==> config.mk <==
export PLATFORM = sky130hd
export DESIGN_NAME = ddram_share
export DESIGN_NICKNAME = d
export VERILOG_FILES = /design/src/rtl/ddram_share_pkg.sv /design/src/rtl/ddram_share_fifo.sv /design/src/rtl/ddram_share.sv
export SDC_FILE = /design/constraint.sdc
export NUM_CORES = 2
export LEC_CHECK = 0
export BUFFER_PORTS_ARGS = -buffer_cell sky130_fd_sc_hd__buf_4
export CORE_MARGIN = 2
export CORE_UTILIZATION = 35
export CTS_CLUSTER_SIZE = 14
export DETAILED_ROUTE_END_ITERATION = 7
export GPL_TIMING_DRIVEN = 0
export PLACE_DENSITY_LB_ADDON = 0.3
export SLEW_MARGIN = 20
export SYNTH_ARGS = -nofsm -noshare
export SYNTH_HDL_FRONTEND = slang
export SYNTH_SLANG_ARGS = --single-unit
==> constraint.sdc <==
create_clock -name clk -period 26.7 [get_ports clk]
set_input_delay 2.67 -clock clk [delete_from_list [all_inputs] [get_ports clk]]
set_output_delay 2.67 -clock clk [all_outputs]
set_load 0.01 [all_outputs]
==> src/rtl/ddram_share_pkg.sv <==
// Shared definitions for the DDRAM port sharer: command FSM encoding and the
// layout of one buffered write, packed as {addr, data, byte enables}.
package ddram_share_pkg;

    typedef enum logic [1:0] {
        IDLE    = 2'd0,
        WR      = 2'd1,
        RD_CMD  = 2'd2,
        RD_DATA = 2'd3
    } state_t;

    localparam int DATA_W = 64;
    localparam int BE_W   = 8;

    // Width of one write-FIFO entry for a given DDRAM word-address width.
    function automatic int entry_w(input int aw);
        return aw + DATA_W + BE_W;
    endfunction

endpackage

==> src/rtl/ddram_share_fifo.sv <==
// Show-ahead write FIFO. Besides the head it exposes the entry behind it so the
// command sequencer can issue back-to-back writes on the cycle it pops.
module ddram_share_fifo
    import ddram_share_pkg::*;
#(
    parameter int DEPTH = 16,
    parameter int W     = 101
) (
    input  logic                   clk,
    input  logic                   rst,
    input  logic                   push,
    input  logic [W-1:0]           din,
    input  logic                   pop,
    output logic [W-1:0]           head,
    output logic [W-1:0]           second,
    output logic [$clog2(DEPTH):0] level,
    output logic                   full,
    output logic                   empty
);

    localparam int          PW       = $clog2(DEPTH);
    localparam logic [PW:0] FULL_LVL = (PW+1)'(DEPTH);
    localparam logic [PW:0] ONE_LVL  = (PW+1)'(1);

    logic [W-1:0]  mem [DEPTH];
    logic [PW-1:0] rd_ptr;
    logic [PW-1:0] wr_ptr;
    logic [PW-1:0] rd_nxt;
    logic          do_push;
    logic          do_pop;

    assign full    = (level == FULL_LVL);
    assign empty   = (level == '0);
    assign do_push = push & ~full;
    assign do_pop  = pop & ~empty;
    assign rd_nxt  = rd_ptr + 1'b1;
    assign head    = mem[rd_ptr];
    // With a single stored entry, the next one is whatever is being pushed now.
    assign second  = (level == ONE_LVL) ? din : mem[rd_nxt];

    always_ff @(posedge clk or posedge rst) begin
        if (rst) begin
            rd_ptr <= '0;
            wr_ptr <= '0;
            level  <= '0;
        end else begin
            if (do_push) wr_ptr <= wr_ptr + 1'b1;
            if (do_pop)  rd_ptr <= rd_nxt;
            case ({do_push, do_pop})
                2'b10:   level <= level + 1'b1;
                2'b01:   level <= level - 1'b1;
                default: level <= level;
            endcase
        end
    end

    always_ff @(posedge clk) begin
        if (do_push) mem[wr_ptr] <= din;
    end

endmodule

==> src/rtl/ddram_share.sv <==
// Shares one DDRAM Avalon-style port between a buffered single-beat writer and
// a burst reader, with one read outstanding and a count of dropped writes.
module ddram_share
    import ddram_share_pkg::*;
#(
    parameter int AW    = 29,
    parameter int DEPTH = 16,
    parameter int HI_WM = 12
) (
    input  logic          clk,
    input  logic          rst,
    input  logic          wr_req,
    input  logic [AW-1:0] wr_addr,
    input  logic [63:0]   wr_din,
    input  logic [7:0]    wr_be,
    output logic          wr_full,
    input  logic          rd_req,
    input  logic [AW-1:0] rd_addr,
    input  logic [7:0]    rd_burst,
    output logic          rd_ack,
    output logic [63:0]   rd_dout,
    output logic          rd_dvalid,
    output logic          rd_done,
    output logic [15:0]   ovf_cnt,
    input  logic          DDRAM_BUSY,
    input  logic [63:0]   DDRAM_DOUT,
    input  logic          DDRAM_DOUT_READY,
    output logic [7:0]    DDRAM_BURSTCNT,
    output logic [AW-1:0] DDRAM_ADDR,
    output logic [63:0]   DDRAM_DIN,
    output logic [7:0]    DDRAM_BE,
    output logic          DDRAM_WE,
    output logic          DDRAM_RD
);

    localparam int          EW     = entry_w(AW);
    localparam int          LW     = $clog2(DEPTH);
    localparam logic [LW:0] HI_LVL = (LW+1)'(HI_WM);

    state_t        state;
    state_t        state_d;
    logic [EW-1:0] push_entry;
    logic [EW-1:0] head;
    logic [EW-1:0] second;
    logic [EW-1:0] wr_entry;
    logic [LW:0]   level;
    logic [LW:0]   lvl_after;
    logic          full;
    logic          empty;
    logic          push_ok;
    logic          pop;
    logic          cmd_done;
    logic          load_wr;
    logic          load_rd;
    logic [7:0]    cnt;
    logic [7:0]    cnt_d;
    logic          we_d;
    logic          rd_d;
    logic          ack_d;
    logic          dvalid_d;
    logic          done_d;
    logic [AW-1:0] addr_d;
    logic [63:0]   din_d;
    logic [63:0]   dout_d;
    logic [7:0]    be_d;
    logic [7:0]    bc_d;

    assign push_entry = {wr_addr, wr_din, wr_be};
    assign push_ok    = wr_req & ~full;
    assign cmd_done   = (DDRAM_WE | DDRAM_RD) & ~DDRAM_BUSY;
    assign pop        = DDRAM_WE & ~DDRAM_BUSY;
    assign wr_full    = full;

    ddram_share_fifo #(
        .DEPTH (DEPTH),
        .W     (EW)
    ) u_fifo (
        .clk    (clk),
        .rst    (rst),
        .push   (wr_req),
        .din    (push_entry),
        .pop    (pop),
        .head   (head),
        .second (second),
        .level  (level),
        .full   (full),
        .empty  (empty)
    );

    always_comb begin
        lvl_after = level;
        if (push_ok) lvl_after = lvl_after + 1'b1;
        if (pop)     lvl_after = lvl_after - 1'b1;
    end

    always_comb begin
        state_d = state;
        case (state)
            IDLE: begin
                if (level >= HI_LVL)  state_d = WR;
                else if (rd_req)      state_d = RD_CMD;
                else if (!empty)      state_d = WR;
            end
            WR: begin
                if (cmd_done) begin
                    if (rd_req && (lvl_after < HI_LVL)) state_d = RD_CMD;
                    else if (lvl_after != '0)           state_d = WR;
                    else                                state_d = IDLE;
                end
            end
            RD_CMD: begin
                if (cmd_done) state_d = RD_DATA;
            end
            RD_DATA: begin
                if (DDRAM_DOUT_READY && (cnt == 8'd1)) state_d = IDLE;
            end
            default: state_d = IDLE;
        endcase
    end

    // Next values of the registered DDRAM and client outputs.
    always_comb begin
        load_wr  = (state_d == WR) && ((state == IDLE) || ((state == WR) && cmd_done));
        load_rd  = (state_d == RD_CMD) && (state != RD_CMD);
        wr_entry = (state == IDLE) ? head : second;
        we_d     = (state_d == WR);
        rd_d     = (state_d == RD_CMD);
        addr_d   = DDRAM_ADDR;
        din_d    = DDRAM_DIN;
        be_d     = DDRAM_BE;
        bc_d     = DDRAM_BURSTCNT;
        if (load_wr) begin
            addr_d = wr_entry[EW-1 -: AW];
            din_d  = wr_entry[BE_W +: DATA_W];
            be_d   = wr_entry[BE_W-1:0];
            bc_d   = 8'd1;
        end else if (load_rd) begin
            addr_d = rd_addr;
            bc_d   = (rd_burst == 8'd0) ? 8'd1 : rd_burst;
        end
        ack_d    = (state == RD_CMD) && cmd_done;
        dvalid_d = (state == RD_DATA) && DDRAM_DOUT_READY;
        done_d   = dvalid_d && (cnt == 8'd1);
        dout_d   = dvalid_d ? DDRAM_DOUT : rd_dout;
        cnt_d    = cnt;
        if (ack_d)         cnt_d = DDRAM_BURSTCNT;
        else if (dvalid_d) cnt_d = cnt - 8'd1;
    end

    always_ff @(posedge clk or posedge rst) begin
        if (rst) begin
            state          <= IDLE;
            DDRAM_WE       <= 1'b0;
            DDRAM_RD       <= 1'b0;
            DDRAM_BURSTCNT <= 8'd1;
            DDRAM_ADDR     <= '0;
            DDRAM_DIN      <= '0;
            DDRAM_BE       <= '0;
            rd_ack         <= 1'b0;
            rd_dvalid      <= 1'b0;
            rd_done        <= 1'b0;
            rd_dout        <= '0;
            cnt            <= '0;
        end else begin
            state          <= state_d;
            DDRAM_WE       <= we_d;
            DDRAM_RD       <= rd_d;
            DDRAM_BURSTCNT <= bc_d;
            DDRAM_ADDR     <= addr_d;
            DDRAM_DIN      <= din_d;
            DDRAM_BE       <= be_d;
            rd_ack         <= ack_d;
            rd_dvalid      <= dvalid_d;
            rd_done        <= done_d;
            rd_dout        <= dout_d;
            cnt            <= cnt_d;
        end
    end

    // A write arriving while the registered level reads full is lost.
    always_ff @(posedge clk or posedge rst) begin
        if (rst) begin
            ovf_cnt <= '0;
        end else if (wr_req && full && (ovf_cnt != 16'hFFFF)) begin
            ovf_cnt <= ovf_cnt + 16'd1;
        end
    end

endmodule
# ---- Word-level counts from Yosys, hierarchy flattened
# Memory sizes are Yosys's and may differ from the RTL's.
# Index checks and enable logic that the tools add are counted.
dict set report word_totals {
  memories 1
  ramBits 1616
  register_bits 217
  inputBits 208
  elab_cells 87
  output_inout_bits 195
}
# name depth word_bits rd rd_clocked_by_memory_dff write_ports line
set mem_list {}
lappend mem_list {u_fifo.mem 16 101 2 0 1 ddram_share_fifo.sv:25} ;# logic [W-1:0] mem [DEPTH];
dict set report classes {
  eq_ne 12
  n_reduce_logical 18
  n_lt_le_gt_ge 2
  n_bitwise 8
  mux 23
  addsub 7
}
# cell count
set op_table {}
lappend op_table {{2-to-1 mux 101 bit} 2}
lappend op_table {{2-to-1 mux 29 bit} 2}
lappend op_table {{2-to-1 mux 8 bit} 5}
lappend op_table {{adder 16 x 1 -> 16 bit (second input constant)} 1}
lappend op_table {{inequality test 16 bit (second input constant)} 1}
lappend op_table {{2-to-1 mux 2 bit} 7}
lappend op_table {{logical AND 1 bit} 10}
lappend op_table {{2-to-1 mux 5 bit} 2}
lappend op_table {{one-hot mux 5 bit (2 select lines)} 1}
lappend op_table {{subtractor 5 x 1 -> 5 bit (second input constant)} 2}
lappend op_table {{adder 4 x 1 -> 4 bit (second input constant)} 2}
lappend op_table {{equality test 2 bit (second input constant)} 4}
lappend op_table {{equality test 8 x 1 -> 1 bit (second input constant)} 1}
lappend op_table {{logical NOT 8 bit} 1}
lappend op_table {{one-hot mux 2 bit (4 select lines)} 1}
lappend op_table {{subtractor 8 x 1 -> 8 bit (second input constant)} 1}
lappend op_table {{equality test 2 x 1 -> 1 bit (second input constant)} 3}
lappend op_table {{nonzero test 2 bit} 3}
lappend op_table {{adder 5 x 1 -> 5 bit (second input constant)} 1}
lappend op_table {{equality test 5 x 1 -> 1 bit (second input constant)} 1}
lappend op_table {{equality test 5 bit (second input constant)} 1}
lappend op_table {{greater-or-equal comparator 5 x 4 -> 1 bit (second input constant)} 1}
lappend op_table {{logical NOT 5 bit} 1}
lappend op_table {{< comparator 5 x 4 -> 1 bit (second input constant)} 1}
lappend op_table {{8 further kinds} 15}

# ---- Depth between registers and ports, before layout
dict set report depth {
  word_depth 15
  ltp_mapped 17
  mapped_depth_nobuf 14
}

# ---- By module
# From an unflattened synthesis, not the netlist that was laid out.
dict set report unflattened {
  cells_unflattened 4391
  hier_area_um2 84649.9
}
# mod seq_area_each_um2 n_inst area_each_um2 cells_per_inst
set by_module_without_submodules {}
lappend by_module_without_submodules {ddram_share_fifo 48851.9 1 75118.3 3417}
lappend by_module_without_submodules {ddram_share 5106.1 1 9531.6 974}

# ---- Worst setup path before layout
# OpenSTA, ideal clock, no wires.
dict set report synth_path {
  path_type {input to register}
  start {input wr_req}
  end {memory u_fifo.mem[3][0] (enable)}
  required_time_ps 26016
  path_stages 5
  setup_ps 684
  path_slack_ps 16044
  arrival_time_ps 9971
  cell_sequence {inv_1 > nor2_2 > buf_6 > nand2_1 > nor3_1}
}
dict set report synth_between {
  elab_chain_len 3
}
# item line
set synth_lines {}
lappend synth_lines {{from (decl)} ddram_share.sv:12} ;# input logic wr_req,
lappend synth_lines {{bitwise AND 1 bit} ddram_share_fifo.sv:34} ;# assign do_push = push & ~full;
lappend synth_lines {{2-to-1 mux 1 bit} ddram_share_fifo.sv:58} ;# if (do_push) mem[wr_ptr] <= din;
lappend synth_lines {{2-to-1 mux 1 bit (not written as such)} ddram_share_fifo.sv:58}
lappend synth_lines {{to (decl)} ddram_share_fifo.sv:25}
# No other way between the ends.

# ---- Worst setup path in the final report
dict set report layout_path {
  start {input wr_req}
  end {register DDRAM_ADDR[21]}
}
dict set report layout_between {
  elab_chain_len 12
  word_cells_on_any_way 17
}
# item line
set layout_lines {}
lappend layout_lines {{bitwise AND 1 bit *} ddram_share.sv:69} ;# assign push_ok = wr_req & ~full;
lappend layout_lines {{2-to-1 mux 5 bit *} ddram_share.sv:92} ;# if (push_ok) lvl_after = lvl_after + 1'b1;
lappend layout_lines {{subtractor 5 x 1 -> 5 bit} ddram_share.sv:93} ;# if (pop) lvl_after = lvl_after - 1'b1;
lappend layout_lines {{2-to-1 mux 5 bit *} ddram_share.sv:93}
lappend layout_lines {{< comparator 5 x 4 -> 1 bit / nonzero test 5 bit (equally long branches)} {ddram_share.sv:106, ddram_share.sv:107}}
lappend layout_lines {{logical AND 1 bit / 2-to-1 mux 1 bit (equally long branches)} {ddram_share.sv:106, ddram_share.sv:107}}
lappend layout_lines {{2-to-1 mux 2 bit *} ddram_share.sv:106} ;# if (rd_req && (lvl_after < HI_LVL)) state_d = RD_CMD;
lappend layout_lines {{2-to-1 mux 2 bit *} ddram_share.sv:105} ;# if (cmd_done) begin
lappend layout_lines {{one-hot mux 2 bit (4 select lines) *} ddram_share.sv:98} ;# case (state)
lappend layout_lines {{equality test 2 x 1 -> 1 bit / equality test 2 bit (equally long branches)} {ddram_share.sv:123, ddram_share.sv:124}}
lappend layout_lines {{logical AND 1 bit, on equally long branches} {ddram_share.sv:123, ddram_share.sv:124}}
lappend layout_lines {{2-to-1 mux 29 bit / nonzero test 2 bit (equally long branches)} n/a}
lappend layout_lines {{to (signal assigned)} ddram_share.sv:169} ;# DDRAM_ADDR <= addr_d;
lappend layout_lines {{to (decl)} ddram_share.sv:29} ;# output logic [AW-1:0] DDRAM_ADDR,
# Mark *: on every way between the ends. The rest lies on a longest branch, timed or not.
# A chain may end at the register's enable or synchronous reset.

==> impl_metrics.ini <==
[critical_path]
cp-end-kind = register
crit_top_cell = inv_1
critPathLaunchType = input port
cp_max_fo = 10
crit_slowest_cell = o211ai_4
cp.required_ns = 27.39
r2r_cells = 9
timing.rr.end = DDRAM_DIN[62]
crit-reg2reg-launch = u_fifo.rd_ptr[1]
critPathMaxStageDelay_ns = 0.70
path_class = in -> reg
path_cells = buf_4 -> inv_1 -> nor2_2 -> inv_1 -> mux2i_1 -> ha_1 -> o2111a_1 -> a211o_1 -> nand2_1 -> a31o_2 -> o211ai_4 -> clkbuf_1 -> o221ai_1
r2r_setup_slack_ns = 21.55
critPathArrivalTime_ns = 6.07

[detailed_routing]
drc_errors = 0
wirelength_um = 275000
dr.pass1.iters = 7
ant_nets = 0
drt-initial-drc-count = 6526
routedWlPerCell_um = 33.2
vias = 49100
routed_via_density = 5.93

[clock_network]
ctsRootBufferMaster = clkbuf_16
clock_latency_ns = 0.87
cts_buffer_depth = 3
cts_buffers = 194
cts_tree = built
hold_buffers = 0
cts_resized = 0
cts_setup_buffers = 0
cts-htree-levels = 4
clk_transition_reported_paths_ns = 0.06
clkSinkCount = 1833

[sta]
setup_ws_ns = 21.32
min_period_over_period_pct = 20.1
period_minus_slack_ns = 5.38
worstMarginPinSlew_ns = 1.19
finalClockSkew_ns = 0.0605
slew_headroom_pct = 20.4
fmax_ghz = 0.186
slew_violations = 0
whs_ns = 0.477
rsz0062_at_grt = false
setup_viol = 0
finalSetupTns_ns = 0
final-hold-violation-count = 0

[die]
design.die.area_sq_um = 244000
rows = 179
pin_count = 403
start_util_pct = 35.3
die_w_um = 494
fp.dieH_um = 494
core_sq_um = 239000

[global_routing]
grtUsageTotal_pct = 22.2
grt_pass1_vias = 49300
antenna_found_initial = 49
grt_pass1_wl_um = 383000
grt_max_degree = 95
overflow = 0

[pwr]
p_leak_uw = 0.0335
vdd_drop_max_uv = 81.7
power_density_nw_per_um2 = 126

[synth]
synth_async_sr_flop_share_pct = 11.8
yosys.area.top_type = edfxtp_1
synth_edf_count = 1616
syn_area_per_cell_sq_um = 20.3
yosys-top-cells-area = edfxtp_1, mux4_2, dfrtp_1
syn_inst = 4152
yosys_warnings = 0
synth.distinct_cells = 66
syn_area_sq_um = 84100
synth_top_area_share_pct = 57.7
synth-seq-area-share_pct = 64.1
synthesis.nets = 4374
synth_seq_cells = 1833
ys.flop_type = edfxtp_1

[worst_hold_path]
hp-class = reg -> reg
min_from = rd_dout[8]
min_delay_path_depth = 2
hold_path_end = rd_dout[8]

[final_layout]
layout_common_cells = edfxtp_1, mux4_2, buf_4
layout_commonest_cell = edfxtp_1
nets = 5153
syn_to_final_growth_pct = 20.0
drive_gt1_share_pct = 42.1

[placement]
place_hpwl_um = 188000
place_congestion = 0.834
pre_cts_ws_ns = 20.51
numPortBuffers = 402

[status]
status = complete, no violations

[job]
drv_cap = 0
-- cell usage after synthesis (6+ instances only) --
| cell type | instances |
|---|---|
| mux2i_1 | 104 |
| nand4_1 | 8 |
| mux4_2 | 981 |
| clkbuf_1 | 144 |
| nor3_1 | 9 |
| nand3_1 | 9 |
| xnor2_1 | 22 |
| nand2_1 | 331 |
| nor2_1 | 59 |
| buf_2 | 76 |
| inv_1 | 50 |
| buf_12 | 6 |
| nand2b_1 | 6 |
| xor2_1 | 11 |
| edfxtp_1 | 1616 |
| o221ai_1 | 22 |
| dfrtp_1 | 216 |
| buf_1 | 78 |
| o221ai_2 | 10 |
| a21oi_1 | 64 |
| mux2_2 | 33 |
| o21ai_0 | 149 |
| mux2_4 | 70 |
| ha_1 | 14 |
-- logic make-up after synthesis --
logic type,synth area share [%]
compound gates,1.97
xor+xnor,0.344
fa+ha+maj,0.208
buf+inv,1.89
flops,64.1
mux,29.2
simple gates,2.26
-- sequential cells by signal, summed over array words and instances (netlist names) --
| signal | cells |
|---|---|
| DDRAM_BURSTCNT | 8 |
| DDRAM_RD | 1 |
| DDRAM_DIN | 64 |
| DDRAM_ADDR | 29 |
| ovf_cnt | 16 |
| u_fifo.rd_ptr | 4 |
| cnt | 8 |
| rd_dvalid | 1 |
| state | 2 |
| DDRAM_BE | 8 |
| rd_ack | 1 |
| rd_done | 1 |
| u_fifo.level | 5 |
| DDRAM_WE | 1 |
| u_fifo.mem | 1616 |
| u_fifo.wr_ptr | 4 |
| rd_dout | 64 |
-- critical path: cells and delay by family --
family                   cells  cell delay [ns]
AO/OA/AOI/OAI                5             1.69
AND/OR/NAND/NOR              2             0.15
multiplexers                 1             0.21
buffers and inverters        4             1.12
adder cells (fa/ha/maj)      1             0.22
-- cell type report --
| class | instances | area, sq um |
|---|---|---|
| Antenna cell | 19 | 47.5 |
| Buffer | 310 | 1480 |
| Clock buffer | 243 | 5130 |
| Clock inverter | 122 | 1370 |
| Fill cell | 20800 | 138000 |
| Inverter | 51 | 199 |
| Multi-Input combinational cell | 1958 | 28700 |
| Sequential cell | 1833 | 54000 |
| Tap cell | 3167 | 3960 |
| Timing Repair Buffer | 583 | 6080 |
-- power breakdown --
part | internal (uW) | switching, uW | total [uW]
Clock | 1580 | 1190 | 2760
Combinational | 2870 | 3340 | 6210
Sequential | 3530 | 197 | 3730
Total | 7980 | 4720 | 12700
-- worst max-delay path by stage --
| stage | startpoint | to | slack [ns] |
|---|---|---|---|
| floorplan | wr_req | u_fifo.mem[3][0] | 16.04 |
| global placement | wr_req | u_fifo.mem[0][17] | 3.67 |
| detailed placement | wr_req | DDRAM_ADDR[21] | 20.51 |
| global route | wr_req | DDRAM_ADDR[12] | 21.22 |
| finish | wr_req | DDRAM_ADDR[21] | 21.32 |
| CTS | wr_req | DDRAM_ADDR[21] | 21.41 |
-- per-stage QoR --
step / util (%) / cell area, sq um / total power, uW / cells
2_1_floorplan: - / 84100 / 7690 / 4152
3_3_place_gp: 38.2 / 91100 / 9960 / 7721
3_5_place_dp: 39.6 / 94400 / 10000 / 7902
4_1_cts: 42.3 / 101000 / 12800 / 8267
5_1_grt: 42.3 / 101000 / 13200 / 8278
6_report: 42.3 / 101000 / 12700 / 8286
-- per-layer routing --
metal | GRT usage, % | up-vias | wire length, um
li1 | - | 19200 | -
met1 | 29.7 | 26500 | 107000
met2 | 35.0 | 2906 | 130000
met3 | 5.99 | 451 | 28100
met4 | 8.04 | 40 | 9620
met5 | 0 | - | 248
No activity file was read; power rests on OpenSTA's default activity.
